`src/rtl/sort_net.sv`:
```
// sort_net: registered bitonic sorting network ordering lanes by {~valid, key}.
// A single enable (adv) freezes every stage; sideband, count and mode ride with each beat.
module sort_net #(
  parameter int LANES  = 8,
  parameter int DATA_W = 32,
  parameter int KEY_W  = 8
) (
  input  logic                    clk,
  input  logic                    rst,
  input  logic [LANES*DATA_W-1:0] in_data,
  input  logic [LANES-1:0]        in_lane_valid,
  input  logic                    in_mode,
  input  logic                    in_last,
  input  logic [1:0]              in_ctrl,
  input  logic                    in_valid,
  output logic                    in_ready,
  output logic [LANES*DATA_W-1:0] out_data,
  output logic [LANES-1:0]        out_lane_valid,
  output logic [$clog2(LANES):0]  out_count,
  output logic                    out_last,
  output logic [1:0]              out_ctrl,
  output logic                    out_valid,
  input  logic                    out_ready
);

  localparam int LOG = $clog2(LANES);
  localparam int S   = LOG * (LOG + 1) / 2;
  localparam int CW  = LOG + 1;
  localparam int MS  = (S > 1) ? S - 1 : 1;

  // Block size k of compare-exchange stage s in the standard bitonic schedule.
  function automatic int stage_k(input int s);
    int idx;
    int res;
    idx = 32'sd0;
    res = 32'sd2;
    for (int p = 32'sd1; p <= LOG; p++) begin
      for (int q = p; q >= 32'sd1; q--) begin
        if (idx == s) res = 32'sd1 <<< p;
        idx++;
      end
    end
    return res;
  endfunction

  function automatic int stage_j(input int s);
    int idx;
    int res;
    idx = 32'sd0;
    res = 32'sd1;
    for (int p = 32'sd1; p <= LOG; p++) begin
      for (int q = p; q >= 32'sd1; q--) begin
        if (idx == s) res = 32'sd1 <<< (q - 32'sd1);
        idx++;
      end
    end
    return res;
  endfunction

  function automatic logic [CW-1:0] popcount(input logic [LANES-1:0] v);
    logic [CW-1:0] n;
    n = {CW{1'b0}};
    for (int i = 32'sd0; i < LANES; i++) begin
      n = n + {{(CW-1){1'b0}}, v[i]};
    end
    return n;
  endfunction

  logic [DATA_W-1:0] src_data_s [S][LANES];
  logic              src_lv_s   [S][LANES];
  logic              src_mode_s [S];
  logic [DATA_W-1:0] nxt_data_s [S][LANES];
  logic              nxt_lv_s   [S][LANES];

  logic [DATA_W-1:0] data_r  [S][LANES];
  logic              lv_r    [S][LANES];
  logic              mode_r  [MS];
  logic              last_r  [S];
  logic [1:0]        ctrl_r  [S];
  logic              bv_r    [S];
  logic [CW-1:0]     count_r [S];
  logic              adv_s;

  assign adv_s    = ~bv_r[S-1] | out_ready;
  assign in_ready = adv_s;

  for (genvar s = 0; s < S; s++) begin : g_stage
    localparam int K = stage_k(s);
    localparam int J = stage_j(s);

    if (s == 0) begin : g_head
      for (genvar i = 0; i < LANES; i++) begin : g_src
        assign src_data_s[0][i] = in_data[i*DATA_W +: DATA_W];
        assign src_lv_s[0][i]   = in_lane_valid[i];
      end
      assign src_mode_s[0] = in_mode;
    end else begin : g_body
      for (genvar i = 0; i < LANES; i++) begin : g_src
        assign src_data_s[s][i] = data_r[s-1][i];
        assign src_lv_s[s][i]   = lv_r[s-1][i];
      end
      assign src_mode_s[s] = mode_r[s-1];
    end

    // Invalid lanes get the top key bit so they always sink behind valid ones.
    for (genvar i = 0; i < LANES; i++) begin : g_ce
      if ((i & J) == 32'sd0) begin : g_pair
        localparam int L   = i + J;
        localparam bit ASC = ((i & K) == 32'sd0);
        logic [KEY_W:0] key_lo_s;
        logic [KEY_W:0] key_hi_s;
        logic           swap_s;

        assign key_lo_s = {~src_lv_s[s][i],
                           src_mode_s[s] ? src_data_s[s][i][KEY_W-1:0] : {KEY_W{1'b0}}};
        assign key_hi_s = {~src_lv_s[s][L],
                           src_mode_s[s] ? src_data_s[s][L][KEY_W-1:0] : {KEY_W{1'b0}}};

        if (ASC) begin : g_up
          assign swap_s = (key_lo_s > key_hi_s);
        end else begin : g_dn
          assign swap_s = (key_lo_s < key_hi_s);
        end

        assign nxt_data_s[s][i] = swap_s ? src_data_s[s][L] : src_data_s[s][i];
        assign nxt_data_s[s][L] = swap_s ? src_data_s[s][i] : src_data_s[s][L];
        assign nxt_lv_s[s][i]   = swap_s ? src_lv_s[s][L]   : src_lv_s[s][i];
        assign nxt_lv_s[s][L]   = swap_s ? src_lv_s[s][i]   : src_lv_s[s][L];
      end
    end
  end

  // Pipeline registers: all stages shift together on adv, otherwise hold.
  always_ff @(posedge clk or posedge rst) begin
    if (rst) begin
      for (int s = 32'sd0; s < S; s++) begin
        for (int i = 32'sd0; i < LANES; i++) begin
          data_r[s][i] <= {DATA_W{1'b0}};
          lv_r[s][i]   <= 1'b0;
        end
        last_r[s]  <= 1'b0;
        ctrl_r[s]  <= 2'b00;
        bv_r[s]    <= 1'b0;
        count_r[s] <= {CW{1'b0}};
      end
      for (int m = 32'sd0; m < MS; m++) begin
        mode_r[m] <= 1'b0;
      end
    end else if (adv_s) begin
      for (int s = 32'sd0; s < S; s++) begin
        for (int i = 32'sd0; i < LANES; i++) begin
          data_r[s][i] <= nxt_data_s[s][i];
          lv_r[s][i]   <= nxt_lv_s[s][i];
        end
      end
      last_r[0]  <= in_last;
      ctrl_r[0]  <= in_ctrl;
      bv_r[0]    <= in_valid;
      count_r[0] <= popcount(in_lane_valid);
      for (int s = 32'sd1; s < S; s++) begin
        last_r[s]  <= last_r[s-1];
        ctrl_r[s]  <= ctrl_r[s-1];
        bv_r[s]    <= bv_r[s-1];
        count_r[s] <= count_r[s-1];
      end
      mode_r[0] <= in_mode;
      for (int m = 32'sd1; m < MS; m++) begin
        mode_r[m] <= mode_r[m-1];
      end
    end
  end

  for (genvar i = 0; i < LANES; i++) begin : g_out
    assign out_data[i*DATA_W +: DATA_W] = data_r[S-1][i];
    assign out_lane_valid[i]            = lv_r[S-1][i];
  end

  assign out_count = count_r[S-1];
  assign out_last  = last_r[S-1];
  assign out_ctrl  = ctrl_r[S-1];
  assign out_valid = bv_r[S-1];

endmodule

```
`config.mk`:
```
export PLATFORM = sky130hd
export DESIGN_NAME = sort_net
export DESIGN_NICKNAME = d
export VERILOG_FILES = /design/src/rtl/sort_net.sv
export SDC_FILE = /design/constraint.sdc
export NUM_CORES = 2
export LEC_CHECK = 0
export CORE_ASPECT_RATIO = 1.4
export CORE_MARGIN = 3
export CORE_UTILIZATION = 45
export CTS_CLUSTER_SIZE = 40
export DETAILED_ROUTE_END_ITERATION = 12
export PLACE_DENSITY = 0.77
export REMOVE_ABC_BUFFERS = 1
export SYNTH_ARGS = -nofsm -noshare
export SYNTH_HDL_FRONTEND = slang
export SYNTH_SLANG_ARGS = --single-unit
export TNS_END_PERCENT = 50
```
`constraint.sdc`:
```
create_clock -name clk -period 49.5 [get_ports clk]
set_input_delay 7.425 -clock clk [delete_from_list [all_inputs] [get_ports clk]]
set_output_delay 7.425 -clock clk [all_outputs]
set_load 0.005 [all_outputs]
```
* Yosys cells after proc, flatten, opt, wreduce, memory -nomap -nowiden *
Index checks and enable logic that the tools add are counted.

storage, ports and cells
  bits in registers = 1637
  word-level logic and storage cells = 350
  output and inout port bits = 273
  memories kept = 0
  bits in writable memories = 0
  input port bits = 272
  memory bits (read-only) = 0
  latch bits = 0

cells by class
  reduce and logical (&&, ||, !) cells = 0
  div/mod/pow operators = 0
  bitwise operators = 50
  eq/ne operators = 0
  shift-type cells = 0
  muxes and demuxes = 144
  multipliers = 0
  add/subtract/negate cells = 7
  $lt $le $gt $ge = 24

operator list
  kind                                    count
  32-bit 2-to-1 mux                       48
  8-bit 2-to-1 mux                        48
  9-bit greater-than comparator           18
  9-bit less-than comparator              6
  1-bit inverter                          49
  1-bit 2-to-1 mux                        48
  4-bit by 1-bit adder with 4-bit output  4
  3-bit by 1-bit adder with 4-bit output  1
  2-bit by 1-bit adder with 3-bit output  1
  1-bit by 1-bit adder with 2-bit output  1
  1-bit bitwise OR                        1

* Logic depth before layout (Yosys ltp) *
  depth after elaboration = 7
  depth in mapped cells = 11
  mapped depth without buffers = 10

* Worst setup path before layout *
OpenSTA, ideal clock, no wires.

  path type = input port to output port
  from = input port out_ready
  to = output port in_ready
  path slack = 33.546 ns
  arrival = 8.529 ns
  path buffers = 4
  required time = 42.075 ns
  cell stages on the path = 6
  cells stage by stage = nor2b_1 buf_2 inv_2 clkbuf_1 clkbuf_1 clkbuf_1

between the ends
  cells in the longest elaborated chain, start to end = 1

ends and longest elaborated chain
  element           line  source
  start, declared   23    input logic out_ready
  1-bit bitwise OR  84    assign adv_s = ~bv_r[S-1] | out_ready;
  end, declared     16    output logic in_ready,

No other way between the ends.

* Worst setup path in the final report *
Same ends and word-level chain as after synthesis.

==> metrics.csv <==
stage;metric;value;unit
outcome;status;finished, final reports clean;
grt;grt_pass1_vias;68600;
cts;cts_tree;yes;
cells_and_area;design_area;96300;µm²
hold_path;hp-class;reg2reg;
timing;min_period_over_period;34.6;%
worst_setup_path;path_depth;5;
grt;grt_max_degree;266;
place;place_area;90800;µm²
power;ir_worst_vdd;0.0904;mV
power;p_clk_share;14.8;%
logic_synthesis;ys_warn_count;0;
cts;root_buffer;clkbuf_16;
cts;cts.sinks;1637;
power;p_seq_share;32.4;%
power;swShare;45.4;%
grt;antenna_found_initial;72;
worst_setup_path;cp_slowest_stage_delay;660;ps
cells_and_area;final_cell_mix;nand2_1, dfrtp_1, o21ai_0, a21oi_1, nor2_1;
worst_setup_path;cp_max_fo;83;
hold_path;hp-start;bv_r[1];
worst_setup_path;cp_data_required_time;42080;ps
timing;max-slew-margin-rel;17.7;%
worst_setup_path;reg2reg_from;out_valid;
cells_and_area;final_common_cell;nand2_1;
logic_synthesis;ys_seq_area_share;47.5;%
timing;tightest_slew;1230;ps
timing;setup_tns;0;ps
detailed_routing;wirelength;275000;µm
cts;clk_path_buf_depth;3;
power;p_switching;3850;µW
floorplan;coreArea;190000;µm²
worst_setup_path;cp-end-kind;output pin;
worst_setup_path;timing.critical_path.from;out_ready;
detailed_routing;route.vias.total;71000;
worst_setup_path;start_kind;input pin;
cts;post-cts-setup-buffer-count;0;
place;hpwlAfterDp;181000;µm
detailed_routing;dr.pass1.iters;6;
cells_and_area;finalNetCount;9946;
detailed_routing;ant_nets;0;
logic_synthesis;ys_types;38;
timing;finClkSkew;47.5;ps
worst_setup_path;critPathKind;in2out;
worst_setup_path;path_delay_family;buffers and inverters;
worst_setup_path;cp_slowest_cell;clkdlybuf4s50_1;
grt;grt_pass1_wl;410000;µm
place;gp_congestion;0.885;
worst_setup_path;cp_num_buf_inv;4;
worst_setup_path;cp.arrival;9710;ps
detailed_routing;via_per_inst;5.88;
timing;setup_viol;0;
grt;grt_overflow_total;0;
floorplan;die_w;376;µm
worst_setup_path;r2r_cells;10;
worst_setup_path;r2r_slack;44140;ps
timing;fmax;58.4;MHz
worst_setup_path;cp_common_cell;clkdlybuf4s50_1;
timing;slew_viol_final;0;
cts;path_clk_slew;50;ps
floorplan;num_io_pins;545;
timing;hold_viol;0;
cells_and_area;area_delta_synth_final;11.5;%
grt;grt_use_total;27.1;%
timing;fin_crit;17130;ps
cts;cts_resized;0;
timing;rsz0062_at_grt;no;
worst_setup_path;cp_cell_sequence;clkdlybuf4s50_1 -> nor2b_4 -> buf_4 -> inv_8 -> clkdlybuf4s50_1;
worst_setup_path;rr_endpoint;data_r[1520];
power;p_leak;0.0440;µW
floorplan;num_rows;189;
floorplan;fp.dieArea;197000;µm²
detailed_routing;drc;0;
logic_synthesis;synth_area;86300;µm²
cells_and_area;drive_gt1_share;10.8;%
cts;htree_levels;4;
run;cap_violations;0;
logic_synthesis;synth_seq_cells;1637;
power;power_density;88.2;nW/µm²
logic_synthesis;synthCells;9648;
power;combPwrFrac;52.8;%
floorplan;initial_core_util;45.4;%
cts;cts_hold_buf;0;
logic_synthesis;avgSynthCellArea;8.95;µm²
cts;clock_latency;850;ps
floorplan;dieHeight;524;µm
detailed_routing;routedWlPerCell;22.7;µm
worst_setup_path;endpoint;in_ready;
cts;cts_buffers;162;
detailed_routing;first_iter_violations;8315;
power;p_int;4640;µW
place;portBuffers;544;
## worst reg2reg max path: cells and delay by family, from the launching register on
kind | cells | cell delay (ps)
AND/OR/NAND/NOR | 3 | 440
multiplexers | 1 | 160
buffers and inverters | 6 | 4280
flip-flops | 1 | 420
## per-stage QoR
step	instances	setup slack [ps]	hold slack (ps)	power [µW]	util [%]
6_report	12100	32370	455	8490	50.6
3_5_place_dp	11800	32360	448	7160	47.8
2_1_floorplan	8642	-220770	430	6380	-
5_1_grt	12100	32320	487	9000	50.6
3_3_place_gp	11800	32360	441	6930	47.8
4_1_cts	12100	32370	461	8440	50.6
## logic make-up (layout without fill, tap and decap cells)
logic type	Yosys count	count (layout)	share of synthesized area, %
compound gates	2146	2146	13.6
xor+xnor	1	1	0.0101
fa+ha+maj	217	217	3.18
buf+inv	1050	980	6.34
flops	1637	1637	47.5
mux	1054	1054	13.2
other cells	0	26	0
simple gates	3543	3543	16.2
## state kept, by name (all words and copies together), names as in the netlist
signal,cells
data_r,1280
out_data,256
lv_r,40
count_r,20
ctrl_r,10
out_lane_valid,8
bv_r,5
last_r,5
mode_r,5
out_count,4
out_ctrl,2
out_last,1
out_valid,1
## worst min path at each step
stage            endpoint  depth (start not counted)
2_1_floorplan     bv_r[1]                          2
3_3_place_gp      bv_r[1]                          2
3_5_place_dp      bv_r[1]                          2
4_1_cts           bv_r[1]                          2
5_1_grt        ctrl_r[11]                          2
6_report          bv_r[1]                          2
## area by class of cell
cell class	instances	area [µm²]
sequential	1637	41000
clock buffer	231	4670
multi-input combinational	6961	40300
inverter	44	180
antenna	26	65.1
fill	17100	93900
clock inverter	54	689
timing repair buffer	651	6310
tap	2483	3110
## routing by layer
| metal | global-route usage (%) | vias to the layer above | wire, µm |
|---|---|---|---|
| li1 | - | 32200 | - |
| met1 | 34.9 | 34900 | 109000 |
| met2 | 41.5 | 3205 | 123000 |
| met3 | 9.02 | 685 | 29800 |
| met4 | 12.2 | 68 | 12800 |
| met5 | 0 | - | 438 |
## cells in the mapped netlist (all sizes together)
| library cell | count | share of area [%] |
|---|---|---|
| fa | 4 | 0.093 |
| nor2 | 686 | 3.0 |
| and4 | 8 | 0.081 |
| nand2b | 1 | 0.0073 |
| nand2 | 2561 | 11 |
| a221oi | 12 | 0.15 |
| a31oi | 512 | 3.7 |
| a221o | 8 | 0.093 |
| a21o | 20 | 0.17 |
| a211oi | 26 | 0.23 |
| o21bai | 18 | 0.16 |
| o221ai | 6 | 0.061 |
| o2111a | 4 | 0.052 |
| nor2b | 1 | 0.0073 |
| nand3 | 42 | 0.24 |
| o211ai | 10 | 0.087 |
| mux2 | 640 | 8.3 |
| nor4bb | 2 | 0.023 |
| a21oi | 713 | 4.1 |
| mux2i | 414 | 4.8 |
| and2 | 186 | 1.3 |
| xor2 | 1 | 0.010 |
| buf | 455 | 3.8 |
| inv | 44 | 0.19 |
| a211o | 10 | 0.10 |
| dfrtp | 1637 | 47 |
| o21ai | 807 | 4.7 |
| ha | 213 | 3.1 |
| and3b | 4 | 0.041 |
| nor3 | 12 | 0.070 |
| clkbuf | 551 | 2.4 |
| nand4 | 40 | 0.29 |
## power by group through the flow
stage / logic [µW] / registers [µW] / clock network, µW
finish: 4480 / 2750 / 1260
global route: 4850 / 2820 / 1330
CTS: 4440 / 2730 / 1280
detailed placement: 4410 / 2750 / 0
global placement: 4220 / 2710 / 0
floorplan: 3870 / 2510 / 0
Note: power is estimated with default switching activity, not from simulation.
